==> src/rtl/mem_access_pkg.sv <==
// rtl/mem_access_pkg.sv - shared op encoding, access sizes and mem-op classification for mem_access
package mem_access_pkg;

    typedef enum logic [4:0] {
        OP_NOP, OP_ADD, OP_ADDI, OP_SUB, OP_AND, OP_OR, OP_XOR, OP_LUI,
        OP_LB, OP_LH, OP_LW, OP_LD, OP_LBU, OP_LHU, OP_LWU,
        OP_SB, OP_SH, OP_SW, OP_SD
    } instruction_type;

    typedef enum logic [1:0] {MSIZE1, MSIZE2, MSIZE4, MSIZE8} msize_t;

    typedef logic [7:0] strobe_t;

    typedef enum logic [1:0] {ST_IDLE, ST_REQ, ST_DONE} mem_state_t;

    function automatic logic is_load(instruction_type op);
        case (op)
            OP_LB, OP_LH, OP_LW, OP_LD, OP_LBU, OP_LHU, OP_LWU: return 1'b1;
            default: return 1'b0;
        endcase
    endfunction

    function automatic logic is_store(instruction_type op);
        case (op)
            OP_SB, OP_SH, OP_SW, OP_SD: return 1'b1;
            default: return 1'b0;
        endcase
    endfunction

    function automatic logic is_mem(instruction_type op);
        return is_load(op) | is_store(op);
    endfunction

    function automatic msize_t op_size(instruction_type op);
        case (op)
            OP_LB, OP_LBU, OP_SB: return MSIZE1;
            OP_LH, OP_LHU, OP_SH: return MSIZE2;
            OP_LW, OP_LWU, OP_SW: return MSIZE4;
            default:              return MSIZE8;
        endcase
    endfunction

    // Lanes shifted past byte 7 are dropped: a misaligned access is truncated, not split.
    function automatic strobe_t store_strobe(msize_t size, logic [2:0] off);
        case (size)
            MSIZE1:  return 8'h01 << off;
            MSIZE2:  return 8'h03 << off;
            MSIZE4:  return 8'h0F << off;
            default: return 8'hFF;
        endcase
    endfunction

    function automatic logic is_misaligned(msize_t size, logic [2:0] off);
        case (size)
            MSIZE1:  return 1'b0;
            MSIZE2:  return off[0];
            MSIZE4:  return |off[1:0];
            default: return |off;
        endcase
    endfunction

endpackage

==> src/rtl/load_extender.sv <==
// rtl/load_extender.sv - selects the addressed lane of a read word and sign/zero-extends it
module load_extender
    import mem_access_pkg::*;
#(
    parameter int XLEN = 64
) (
    input  instruction_type   op,
    input  logic [2:0]        offset,
    input  logic [XLEN-1:0]   rdata,
    output logic [XLEN-1:0]   result
);

    logic [XLEN-1:0] lane;

    assign lane = rdata >> {offset, 3'b000};

    always_comb begin
        result = lane;
        case (op)
            OP_LB:   result = {{(XLEN-8){lane[7]}},   lane[7:0]};
            OP_LH:   result = {{(XLEN-16){lane[15]}}, lane[15:0]};
            OP_LW:   result = {{(XLEN-32){lane[31]}}, lane[31:0]};
            OP_LBU:  result = {{(XLEN-8){1'b0}},      lane[7:0]};
            OP_LHU:  result = {{(XLEN-16){1'b0}},     lane[15:0]};
            OP_LWU:  result = {{(XLEN-32){1'b0}},     lane[31:0]};
            default: result = lane;
        endcase
    end

endmodule

==> src/rtl/mem_access.sv <==
// rtl/mem_access.sv - memory stage: data bus request, load alignment, writeback handshake
// Optional MISALIGN_TRAP_EN: misaligned mem ops fault without a bus request and expose the misalign port.
module mem_access
    import mem_access_pkg::*;
#(
    parameter int XLEN      = 64,
    parameter int REG_IDX_W = 5
) (
    input  logic                 clk,
    input  logic                 reset_n,
    input  logic                 in_valid,
    output logic                 in_ready,
    input  instruction_type      in_op,
    input  logic [XLEN-1:0]      in_result,
    input  logic [XLEN-1:0]      in_wdata,
    input  logic [REG_IDX_W-1:0] in_rd,
    input  logic                 in_wb_en,
    output logic                 dreq_valid,
    output logic [XLEN-1:0]      dreq_addr,
    output msize_t               dreq_size,
    output strobe_t              dreq_strobe,
    output logic [XLEN-1:0]      dreq_data,
    input  logic                 dresp_ok,
    input  logic [XLEN-1:0]      dresp_data,
    output logic                 out_valid,
    input  logic                 out_ready,
    output logic [XLEN-1:0]      out_data,
    output logic [REG_IDX_W-1:0] out_rd,
    output logic                 out_wb_en
`ifdef MISALIGN_TRAP_EN
    ,
    output logic                 misalign
`endif
);

    mem_state_t      state_q, state_d;
    instruction_type op_q;
    logic            accept;
    logic            in_mem;
    logic            in_misal;
    logic [2:0]      in_off;
    msize_t          in_size;
    logic [XLEN-1:0] load_word;

    assign in_off  = in_result[2:0];
    assign in_size = op_size(in_op);
    assign in_mem  = is_mem(in_op);
    assign accept  = in_valid & in_ready;

`ifdef MISALIGN_TRAP_EN
    logic misal_q;

    assign in_misal = in_mem & is_misaligned(in_size, in_off);
    assign misalign = misal_q;

    always_ff @(posedge clk or negedge reset_n) begin
        if (!reset_n) begin
            misal_q <= 1'b0;
        end else if (accept) begin
            misal_q <= in_misal;
        end
    end
`else
    assign in_misal = 1'b0;
`endif

    assign in_ready   = (state_q == ST_IDLE);
    assign dreq_valid = (state_q == ST_REQ);
    assign out_valid  = (state_q == ST_DONE);

    always_ff @(posedge clk or negedge reset_n) begin
        if (!reset_n) begin
            state_q <= ST_IDLE;
        end else begin
            state_q <= state_d;
        end
    end

    always_comb begin
        state_d = state_q;
        case (state_q)
            ST_IDLE: if (accept)    state_d = (in_mem && !in_misal) ? ST_REQ : ST_DONE;
            ST_REQ:  if (dresp_ok)  state_d = ST_DONE;
            ST_DONE: if (out_ready) state_d = ST_IDLE;
            default:                state_d = ST_IDLE;
        endcase
    end

    // The captured address offset also drives load lane selection while in REQ.
    load_extender #(.XLEN(XLEN)) u_load_extender (
        .op     (op_q),
        .offset (dreq_addr[2:0]),
        .rdata  (dresp_data),
        .result (load_word)
    );

    always_ff @(posedge clk or negedge reset_n) begin
        if (!reset_n) begin
            op_q        <= OP_NOP;
            dreq_addr   <= '0;
            dreq_size   <= MSIZE1;
            dreq_strobe <= '0;
            dreq_data   <= '0;
            out_data    <= '0;
            out_rd      <= '0;
            out_wb_en   <= 1'b0;
        end else if (accept) begin
            op_q      <= in_op;
            out_data  <= in_result;
            out_rd    <= in_rd;
            out_wb_en <= in_wb_en & ~is_store(in_op) & ~in_misal;
            if (in_mem && !in_misal) begin
                dreq_addr   <= in_result;
                dreq_size   <= in_size;
                dreq_strobe <= is_store(in_op) ? store_strobe(in_size, in_off) : '0;
                dreq_data   <= is_store(in_op) ? (in_wdata << {in_off, 3'b000}) : '0;
            end
        end else if (state_q == ST_REQ && dresp_ok && is_load(op_q)) begin
            out_data <= load_word;
        end
    end

endmodule

==> config.mk <==
export PLATFORM = sky130hd
export DESIGN_NAME = mem_access
export DESIGN_NICKNAME = d
export VERILOG_FILES = /design/src/rtl/mem_access_pkg.sv /design/src/rtl/load_extender.sv /design/src/rtl/mem_access.sv
export SDC_FILE = /design/constraint.sdc
export NUM_CORES = 1
export LEC_CHECK = 0
export CORE_MARGIN = 8
export CORE_UTILIZATION = 28
export CTS_CLUSTER_DIAMETER = 120
export CTS_CLUSTER_SIZE = 16
export DETAILED_ROUTE_END_ITERATION = 10
export GPL_ROUTABILITY_DRIVEN = 1
export PLACE_DENSITY_LB_ADDON = 0.25
export SYNTH_ARGS = -nofsm -noshare
export SYNTH_HDL_FRONTEND = slang
export SYNTH_SLANG_ARGS = --single-unit
==> constraint.sdc <==
create_clock -name clk -period 1.95 [get_ports clk]
set_input_delay 0.4875 -clock clk [delete_from_list [all_inputs] [get_ports clk]]
set_output_delay 0.4875 -clock clk [all_outputs]
set_load 0.03 [all_outputs]
* Word-level counts from Yosys, hierarchy flattened *
Memory sizes are Yosys's and may differ from the RTL's.
Index checks and enable logic that the tools add are counted.

storage, ports and cells
  bits in registers = 215
  latch bits = 0
  bits in writable memories = 0
  bits in read-only memories = 64
  input bits = 208
  output and inout port bits = 211
  logic and storage cells = 72
  memories kept = 1

memories
  memory            depth  bits a word  rd ports  clocked after memory_dff  write ports  RTL line              RTL
  (name not given)  32     2            1         0                         0            mem_access_pkg.sv:35  case (op)

cells by class
  $add $sub $neg = 0
  multiply operators = 0
  divide/modulo/power cells = 0
  magnitude comparators = 0
  eq/ne operators = 25
  shift-type cells = 5
  multiplexer cells = 18
  bitwise gates (word level) = 4
  reductions and logical operators = 10

operators with widths
  cell                                                                     count
  64-bit one-hot mux with 6 select lines                                   1
  64-bit two-way mux                                                       3
  5-bit by 4-bit == test with 1-bit output, second input constant          15
  64-bit by 6-bit << shifter with 64-bit output                            1
  64-bit by 6-bit >> shifter with 64-bit output                            1
  8-bit one-hot mux with 3 select lines                                    1
  5-bit == test, second input constant                                     3
  7-bit OR reduction                                                       2
  2-bit two-way mux                                                        4
  8-bit two-way mux                                                        1
  1-bit by 3-bit << shifter with 8-bit output, first input constant        1
  2-bit by 3-bit << shifter with 8-bit output, first input constant        1
  4-bit by 3-bit << shifter with 8-bit output, first input constant        1
  1-bit two-way mux                                                        7
  2-bit by 1-bit inequality test with 1-bit output, second input constant  3
  2-bit one-hot mux with 3 select lines                                    1
  2-bit by 1-bit == test with 1-bit output, second input constant          2
  2-bit == test, second input constant                                     2
  2-bit zero test                                                          2
  4-bit OR reduction                                                       1
  3-bit AND reduction                                                      1
  1-bit AND                                                                2
  1-bit logical AND                                                        2
  2-bit AND reduction                                                      1
  other kinds (3)                                                          3

* Depth between registers and ports, before layout *
Gate-level depths: netlist (run 1).

  depth in word-level cells = 7
  mapped depth = 10
  mapped depth without buffers = 10

* Hierarchy *
From an unflattened synthesis (run 1), not the netlist that was laid out.

unflattened totals
  cell total of the unflattened synthesis = 1151
  area, all modules = 12630.9 sq um

by module, submodules not included
  module         instances  cells an instance  area an instance (sq um)  sequential area each (sq um)
  mem_access     1          870                10431.3                   5380.2
  load_extender  1          281                2199.6                    0.0

* Worst setup path before layout (run 1) *
Ideal clock, no wire load.

  path kind = register -> register
  from = register state_q[0]
  to = register dreq_data[0]
  setup time = 0.066 ns
  data arrival time = 2.107 ns
  required time = 1.884 ns
  path slack = -0.224 ns
  stages on the path, launching flop included = 6
  path buffers = 0
  period minus slack after synthesis = 2.174 ns
  path through = dfrtp_1 -> nor2_1 -> nand2_1 -> nor4_4 -> nor3b_4 -> a22o_1

between the ends
  word-level cells in the longest chain between the ends = 3

RTL lines
  item                                  RTL line           RTL
  start, declared                       mem_access.sv:36   mem_state_t state_q, state_d;
  start signal, assigned                mem_access.sv:75   state_q <= state_d;
  2-bit zero test                       mem_access.sv:67   assign in_ready = (state_q == ST_IDLE);
  via in_ready                          mem_access.sv:12   output logic in_ready,
  1-bit AND                             mem_access.sv:48   assign accept = in_valid & in_ready;
  2-bit AND reduction (no source line)  --
  end signal, assigned                  mem_access.sv:116  dreq_data <= is_store(in_op) ? (in_wdata << {in_off, 3'b000}) : '0;
  end, declared                         mem_access.sv:22   output logic [XLEN-1:0] dreq_data,

The timed path passes the listed nets, and every way through them passes these cells.
A chain may end at the register's enable or synchronous reset.

* Worst setup path after layout (run 1) *
  from = register dreq_addr[1]
  to = register out_data[40]

between the ends
  word-level cells in the longest chain between the ends = 4

RTL lines
  item                                           RTL line             RTL
  start, declared                                mem_access.sv:19     output logic [XLEN-1:0] dreq_addr,
  start signal, assigned                         mem_access.sv:113    dreq_addr <= in_result;
  64-bit by 6-bit >> shifter with 64-bit output  load_extender.sv:15  assign lane = rdata >> {offset, 3'b000};
  64-bit one-hot mux with 6 select lines         load_extender.sv:19  case (op)
  64-bit two-way mux                             mem_access.sv:118    end else if (state_q == ST_REQ && dresp_ok && is_load(op_q)) begin
  64-bit two-way mux                             mem_access.sv:107    end else if (accept) begin
  end signal, assigned                           mem_access.sv:109    out_data <= in_result;
  end signal, assigned                           mem_access.sv:119    out_data <= load_word;
  end, declared                                  mem_access.sv:27     output logic [XLEN-1:0] out_data,

Every way passes these cells. The select of a mux whose other input is x is not followed.

==> results.py, run 1 <==
metrics = {
    "finish": {
        "fin_nets": 2072,
        "seq_area_sq_um": 5389,
        "multiInputGateArea_sq_um": 6710,
        "final_common_cell": "nand2_1",
        "n_fill_cell": 4206,
        "final_cell_mix": "360 x nand2_1, 214 x buf_4, 210 x dfrtp_1, 203 x dlygate4sd2_1, 199 x clkdlybuf4s50_1",
        "layout.cells.non_filler": 2455,
        "drive_gt1_frac": 0.2241,
        "area.growth.synth_to_final_pct": 61.90,
    },
    "drt": {
        "postRouteAntennaNets": 0,
        "vias": 12545,
        "vias_per_cell": 5.110,
        "initialDrtViolationCount": 776,
        "wirelength_um": 58120,
        "firstDrtPassIters": 5,
        "avgRoutedWirePerCell_um": 23.67,
        "drc": 0,
    },
    "worst_setup_path": {
        "arrival_ns": 2.49,
        "cp_top_family": "compound AO/OA/AOI/OAI gates",
        "slowest_delay_ns": 0.52,
        "r2r_end": "out_data[40]$_DFFE_PN0P_",
        "crit_slowest_cell": "dfrtp_2",
        "worstPathCellList": "mux2_4 > o2bb2ai_4 > o41ai_4 > buf_4 > a211oi_4 > buf_12 > o21ai_1",
        "reg2reg_slack_ns": -0.14,
        "critPathKind": "register to register",
        "path_buf_inv": 2,
        "r2r-start": "dreq_addr[1]$_DFFE_PN0P_",
        "end_kind": "register",
        "start_kind": "register",
        "required_ns": 2.35,
        "cp_max_fo": 30,
        "reg2reg_depth": 7,
    },
    "yosys": {
        "async_reset_ff_frac": 1.000,
        "synth-edff-count": 0,
        "synth_warnings": 0,
        "synth_seq_area_share": 0.4433,
        "syn_nets": 1484,
        "synth_area_sq_um": 12140,
        "synthFlopType": "dfrtp_1",
        "ys_ff_latch": 215,
        "ys_types": 61,
        "avgSynthCellArea_sq_um": 9.527,
        "synth_cells": 1274,
    },
    "floorplanning": {
        "pin_count": 419,
        "fp.dieArea_sq_um": 50270,
        "dieHeight_um": 224.2,
        "initial_utilization": 0.2824,
        "die_w_um": 224.2,
        "core_sq_um": 42980,
        "rows": 76,
    },
    "global_route": {
        "antenna_found_initial": 14,
        "grt_overflow": 0,
        "grt_pass1_wl_um": 86090,
        "grt_pass1_vias": 13389,
        "grt_max_degree": 65,
        "grt.total_usage": 0.2238,
    },
    "clocking": {
        "root_buffer": "clkbuf_16",
        "htreeDepth": 1,
        "cts_tree": "built",
        "clock_latency_ns": 0.53,
        "cts_buffers": 17,
        "clock_path_buffers": 3,
        "clkSinkCount": 215,
        "path_clk_slew_ns": 0.09,
    },
    "power_and_ir_drop": {
        "seqPwrFrac": 0.286,
        "ir_drop_uv": 693.0,
        "power.switching_uw": 9936,
        "p_per_area_nw_per_um2": 1149,
        "switching_share": 0.4399,
        "intPower_uw": 12650,
        "comb_power_share": 0.561,
        "clkPwrFrac": 0.153,
        "power_leakage_uw": 0.009386,
        "power_uw": 22590,
    },
    "placement": {
        "pre_cts_ws_ns": -0.7185,
        "dp_hpwl_um": 46290,
        "io_buffers": 418,
        "gp_congestion": 0.9477,
        "dpl.cell_count": 2419,
    },
    "sta": {
        "period_needed_ns": 2.090,
        "hold_slack_ns": 0.3842,
        "setup_ws_ns": -0.1398,
        "finalHoldViolCount": 0,
        "fmax_mhz": 478.5,
        "finalCritPeriodShare": 1.072,
        "final_max_slew_viol_count": 0,
        "rsz0062_at_grt": "yes",
        "finalSetupViolCount": 47,
        "slew_headroom": 0.5719,
        "fin_skew_ns": 0.04059,
        "worst-slew-pin-transition_ns": 0.6372,
    },
    "outcome": {
        "violations": "negative setup slack",
        "status": "complete, but fails checks",
    },
    "min_path": {
        "hold_end": "op_q[2]$_DFFE_PN0P_",
        "min_delay_path_depth": 4,
        "min_path_type": "input port to register",
        "hold_start": "in_op[2]",
    },
    "flow_run": {
        "drv_cap": 0,
    },
}
-- kinds of logic (layout without fill, tap and decap cells) --
| family | Yosys count | count (layout) | share of synthesized area |
|---|---|---|---|
| other | 0 | 5 | 0 |
| adders and majority gates | 2 | 2 | 0.002061 |
| AOI/OAI and AO/OA | 344 | 344 | 0.1948 |
| buffers and inverters | 110 | 701 | 0.03969 |
| muxes | 163 | 163 | 0.1670 |
| DFF | 215 | 215 | 0.4433 |
| and+or+nand+nor | 440 | 440 | 0.1532 |
-- cells in the mapped netlist (19+ instances only) --
master     count  area (sq um)
a211oi_1      31         232.7
a21oi_1       47         235.2
a22o_1        36         315.3
a2bb2oi_1     31         271.5
buf_2         34         170.2
clkbuf_1      58         217.7
dfrtp_1      215          5380
mux2_2        26         292.8
mux2i_1      108          1081
mux4_2        29         653.1
nand2_1      361          1355
nor2b_1       20         125.1
o21ai_0       81         405.4
o21ai_1       24         120.1
o22ai_1       19         118.9
-- per-stage QoR --
stage | TNS (ns) | utilization | cell area (sq um)
detailed placement | -98.15 | 0.4396 | 18900
CTS | -3.904 | 0.4523 | 19440
global placement | -93.79 | 0.4396 | 18900
floorplan | -0.8192 | - | 12190
finish | -4.359 | 0.4572 | 19650
global route | -6.527 | 0.4570 | 19640
-- tightest hold or removal path, delay by kind of cell --
kind	cells	cell delay (ns)
buffers and inverters	2	0.24
AND/OR/NAND/NOR	2	0.12
-- power by group through the flow --
stage / Sequential [uW] / Combinational, uW / Clock, uW
2_1_floorplan: 8840 / 4180 / 0
3_3_place_gp: 6520 / 12700 / 0
3_5_place_dp: 6550 / 12800 / 0
4_1_cts: 6460 / 12500 / 3600
5_1_grt: 6610 / 13400 / 3730
6_report: 6460 / 12700 / 3460
-- worst max-delay path by stage --
stage,start,end,cells past startpoint
after CTS,dreq_addr[1]$_DFFE_PN0P_,out_data[27]$_DFFE_PN0P_,6
after global placement,in_op[2],dreq_strobe[4]$_DFFE_PN0P_,11
after detailed placement,in_op[2],dreq_strobe[4]$_DFFE_PN0P_,11
after floorplan,in_op[2],dreq_strobe[4]$_DFFE_PN0P_,10
after global routing,dreq_addr[1]$_DFFE_PN0P_,out_data[35]$_DFFE_PN0P_,7
final,dreq_addr[1]$_DFFE_PN0P_,out_data[40]$_DFFE_PN0P_,7
-- layout make-up --
| cell class | count | area share |
|---|---|---|
| Sequential cell | 215 | 0.2742 |
| Inverter | 7 | 0.001337 |
| Antenna cell | 5 | 0.0006367 |
| Timing Repair Buffer | 672 | 0.3207 |
| Clock buffer | 19 | 0.02203 |
| Clock inverter | 3 | 0.002356 |
| Multi-Input combinational cell | 949 | 0.3415 |
| Tap cell | 585 | 0.03725 |
-- routing by layer --
layer,track usage,routed length (um),share of wire,vias up
met4,0.05719,1394,0.024,16
met5,0,109,0.0019,-
li1,-,-,-,5783
met2,0.3836,27870,0.48,428
met3,0.06814,4594,0.079,84
met1,0.2714,24150,0.42,6234
-- registers in the layout, summed over array words and instances, names as in the netlist --
register     flops
dreq_addr       64
dreq_data       64
dreq_size        2
dreq_strobe      8
op_q             5
out_data        64
out_rd           5
out_wb_en        1
state_q          2
-- what timing repair did --
action                     4_1_cts  5_1_grt
setup endpoints to repair      290      158
cloned                           1        0
setup buffers                    8        5
hold buffers                     1        0
hold endpoints to repair        39        0
pin swaps                       13        9
resized for setup              277       40
No activity file was read; power rests on OpenSTA's default activity.
==> run 2, diff against run 1 <==
CORE_UTILIZATION = 42   (was 28)
==> run 2 against run 1 <==
The run still ends with negative setup slack left. Clock skew down 0.011 ns. Register-to-register slack worse by 0.02 ns. Sequential power down 0.8%. Worst setup slack worse by 0.024 ns. Combinational power about the same. Die area down 31%. Routed wire length down 11%. Via count up 1.2%. Sequential share of layout area up 0.31 points. First-iteration DRC count up 29%. Critical path depth up 2. Critical path type unchanged. Largest power group unchanged.
==> results.py, run 2 (synthesis gave the netlist of run 1 again) <==
metrics = {
    "outcome": {
        "violations": "negative setup slack",
        "status": "complete, but fails checks",
    },
    "worst_setup_path": {
        "reg2reg_slack_ns": -0.16,
        "cp_max_fo": 8,
        "critPathKind": "register to register",
        "reg2reg_depth": 9,
        "required_ns": 2.31,
        "end_kind": "register",
        "r2r_end": "out_data[55]$_DFFE_PN0P_",
        "start_kind": "register",
        "arrival_ns": 2.48,
        "r2r-start": "dreq_addr[1]$_DFFE_PN0P_",
    },
    "drt": {
        "vias_per_cell": 5.684,
        "vias": 12692,
        "firstDrtPassIters": 5,
        "drc": 0,
        "wirelength_um": 51830,
        "postRouteAntennaNets": 0,
        "initialDrtViolationCount": 1001,
        "avgRoutedWirePerCell_um": 23.21,
    },
    "placement": {
        "dpl.cell_count": 2179,
        "pre_cts_ws_ns": -0.7075,
        "gp_congestion": 0.9528,
        "io_buffers": 418,
        "dp_hpwl_um": 39930,
    },
    "power_and_ir_drop": {
        "power_leakage_uw": 0.009322,
        "comb_power_share": 0.575,
        "ir_drop_uv": 783.2,
        "power_uw": 22640,
        "clkPwrFrac": 0.142,
        "p_per_area_nw_per_um2": 1165,
        "intPower_uw": 12790,
        "switching_share": 0.4350,
        "seqPwrFrac": 0.283,
        "power.switching_uw": 9850,
    },
    "floorplanning": {
        "die_w_um": 186,
        "pin_count": 419,
        "initial_utilization": 0.4252,
        "dieHeight_um": 186,
        "fp.dieArea_sq_um": 34600,
        "core_sq_um": 28550,
        "rows": 62,
    },
    "min_path": {
        "hold_start": "dreq_addr[39]$_DFFE_PN0P_",
        "min_path_type": "register to register",
        "hold_end": "dreq_addr[39]$_DFFE_PN0P_",
        "min_delay_path_depth": 2,
    },
    "sta": {
        "period_needed_ns": 2.114,
        "slew_headroom": 0.4219,
        "worst-slew-pin-transition_ns": 0.8453,
        "setup_ws_ns": -0.1643,
        "fin_skew_ns": 0.02960,
        "fmax_mhz": 473.0,
        "hold_slack_ns": 0.4672,
        "rsz0062_at_grt": "yes",
        "finalCritPeriodShare": 1.084,
        "finalHoldViolCount": 0,
        "finalSetupViolCount": 56,
        "final_max_slew_viol_count": 0,
    },
    "finish": {
        "biggestRegsByFlops": "dreq_addr x64, dreq_data x64, out_data x64",
        "area.growth.synth_to_final_pct": 60.05,
        "final_cell_mix": "360 x nand2_1, 211 x dfrtp_1, 209 x dlygate4sd2_1, 199 x clkdlybuf4s50_1, 183 x buf_4",
        "final_common_cell": "nand2_1",
        "drive_gt1_frac": 0.2236,
        "fin_nets": 2047,
        "layout.cells.non_filler": 2233,
    },
    "global_route": {
        "grt.total_usage": 0.2872,
        "use_met1": 0.3596,
        "gr-usage-met2": 0.4708,
        "grt_pass1_vias": 12933,
        "use_met3": 0.06402,
        "grt_max_degree": 54,
        "grt_overflow": 0,
        "antenna_found_initial": 12,
        "grt_pass1_wl_um": 76660,
        "grt.busiest_layer": "met2",
    },
    "clocking": {
        "clock_path_buffers": 3,
        "htreeDepth": 1,
        "cts_tree": "built",
        "root_buffer": "clkbuf_16",
        "path_clk_slew_ns": 0.09,
        "cts_buffers": 17,
        "clkSinkCount": 215,
        "clock_latency_ns": 0.50,
    },
    "flow_run": {
        "drv_cap": 0,
    },
}
## run 2: worst max-delay path by stage
stage                                  to  slack [ns]                     start
2_1_floorplan  dreq_strobe[4]$_DFFE_PN0P_       -0.19                  in_op[2]
3_3_place_gp   dreq_strobe[4]$_DFFE_PN0P_       -0.72                  in_op[2]
3_5_place_dp   dreq_strobe[4]$_DFFE_PN0P_       -0.71                  in_op[2]
4_1_cts          out_data[57]$_DFFE_PN0P_       -0.13  dreq_addr[1]$_DFFE_PN0P_
5_1_grt          out_data[42]$_DFFE_PN0P_       -0.22  dreq_addr[1]$_DFFE_PN0P_
6_report         out_data[55]$_DFFE_PN0P_       -0.16  dreq_addr[1]$_DFFE_PN0P_
## run 2: what timing repair did
| action | 4_1_cts | 5_1_grt |
|---|---|---|
| setup buffers | 14 | 5 |
| cloned | 4 | 1 |
| hold buffers | 1 | 0 |
| setup endpoints to repair | 285 | 80 |
| endpoints found under the hold margin | 46 | 0 |
| pin swaps | 38 | 30 |
| resized for setup | 288 | 63 |
## run 2: area by class of cell
class,instances,area (sq um)
fill,2383,9121
multi-input combinational,949,6903
timing repair buffer,647,6157
sequential,215,5388
tap,384,480.5
clock buffer,19,432.9
antenna,11,27.53
inverter,7,26.28
clock inverter,1,11.26
## run 2: power groups by stage
stage	Clock, uW	Combinational [uW]	Sequential (uW)
2_1_floorplan	0	4180	8840
3_3_place_gp	0	12200	6470
3_5_place_dp	0	12300	6530
4_1_cts	3310	12500	6400
5_1_grt	3450	13700	6570
6_report	3220	13000	6410
## run 2: routing by layer
| metal | share of wire | up-vias |
|---|---|---|
| met5 | 0 | - |
| met4 | 0.045 | 0 |
| li1 | - | 5733 |
| met3 | 0.086 | 137 |
| met1 | 0.40 | 6203 |
| met2 | 0.47 | 619 |
## run 2: per-stage QoR
| stage | cell area, sq um | utilization | TNS (ns) |
|---|---|---|---|
| 2_1_floorplan | 12190 | - | -0.8192 |
| 3_3_place_gp | 18310 | 0.6413 | -81.09 |
| 3_5_place_dp | 18310 | 0.6413 | -87.06 |
| 4_1_cts | 19060 | 0.6676 | -4.124 |
| 5_1_grt | 19430 | 0.6805 | -8.678 |
| 6_report | 19430 | 0.6805 | -6.011 |
## run 2: worst max-delay path, stage by stage, from the launching register on
cell	delay, ns
dfrtp_2	0.44
buf_12	0.14
mux2_4	0.33
o22ai_4	0.19
a2111oi_4	0.09
buf_4	0.16
a211oi_4	0.20
buf_12	0.18
buf_12	0.16
a32oi_1	0.07
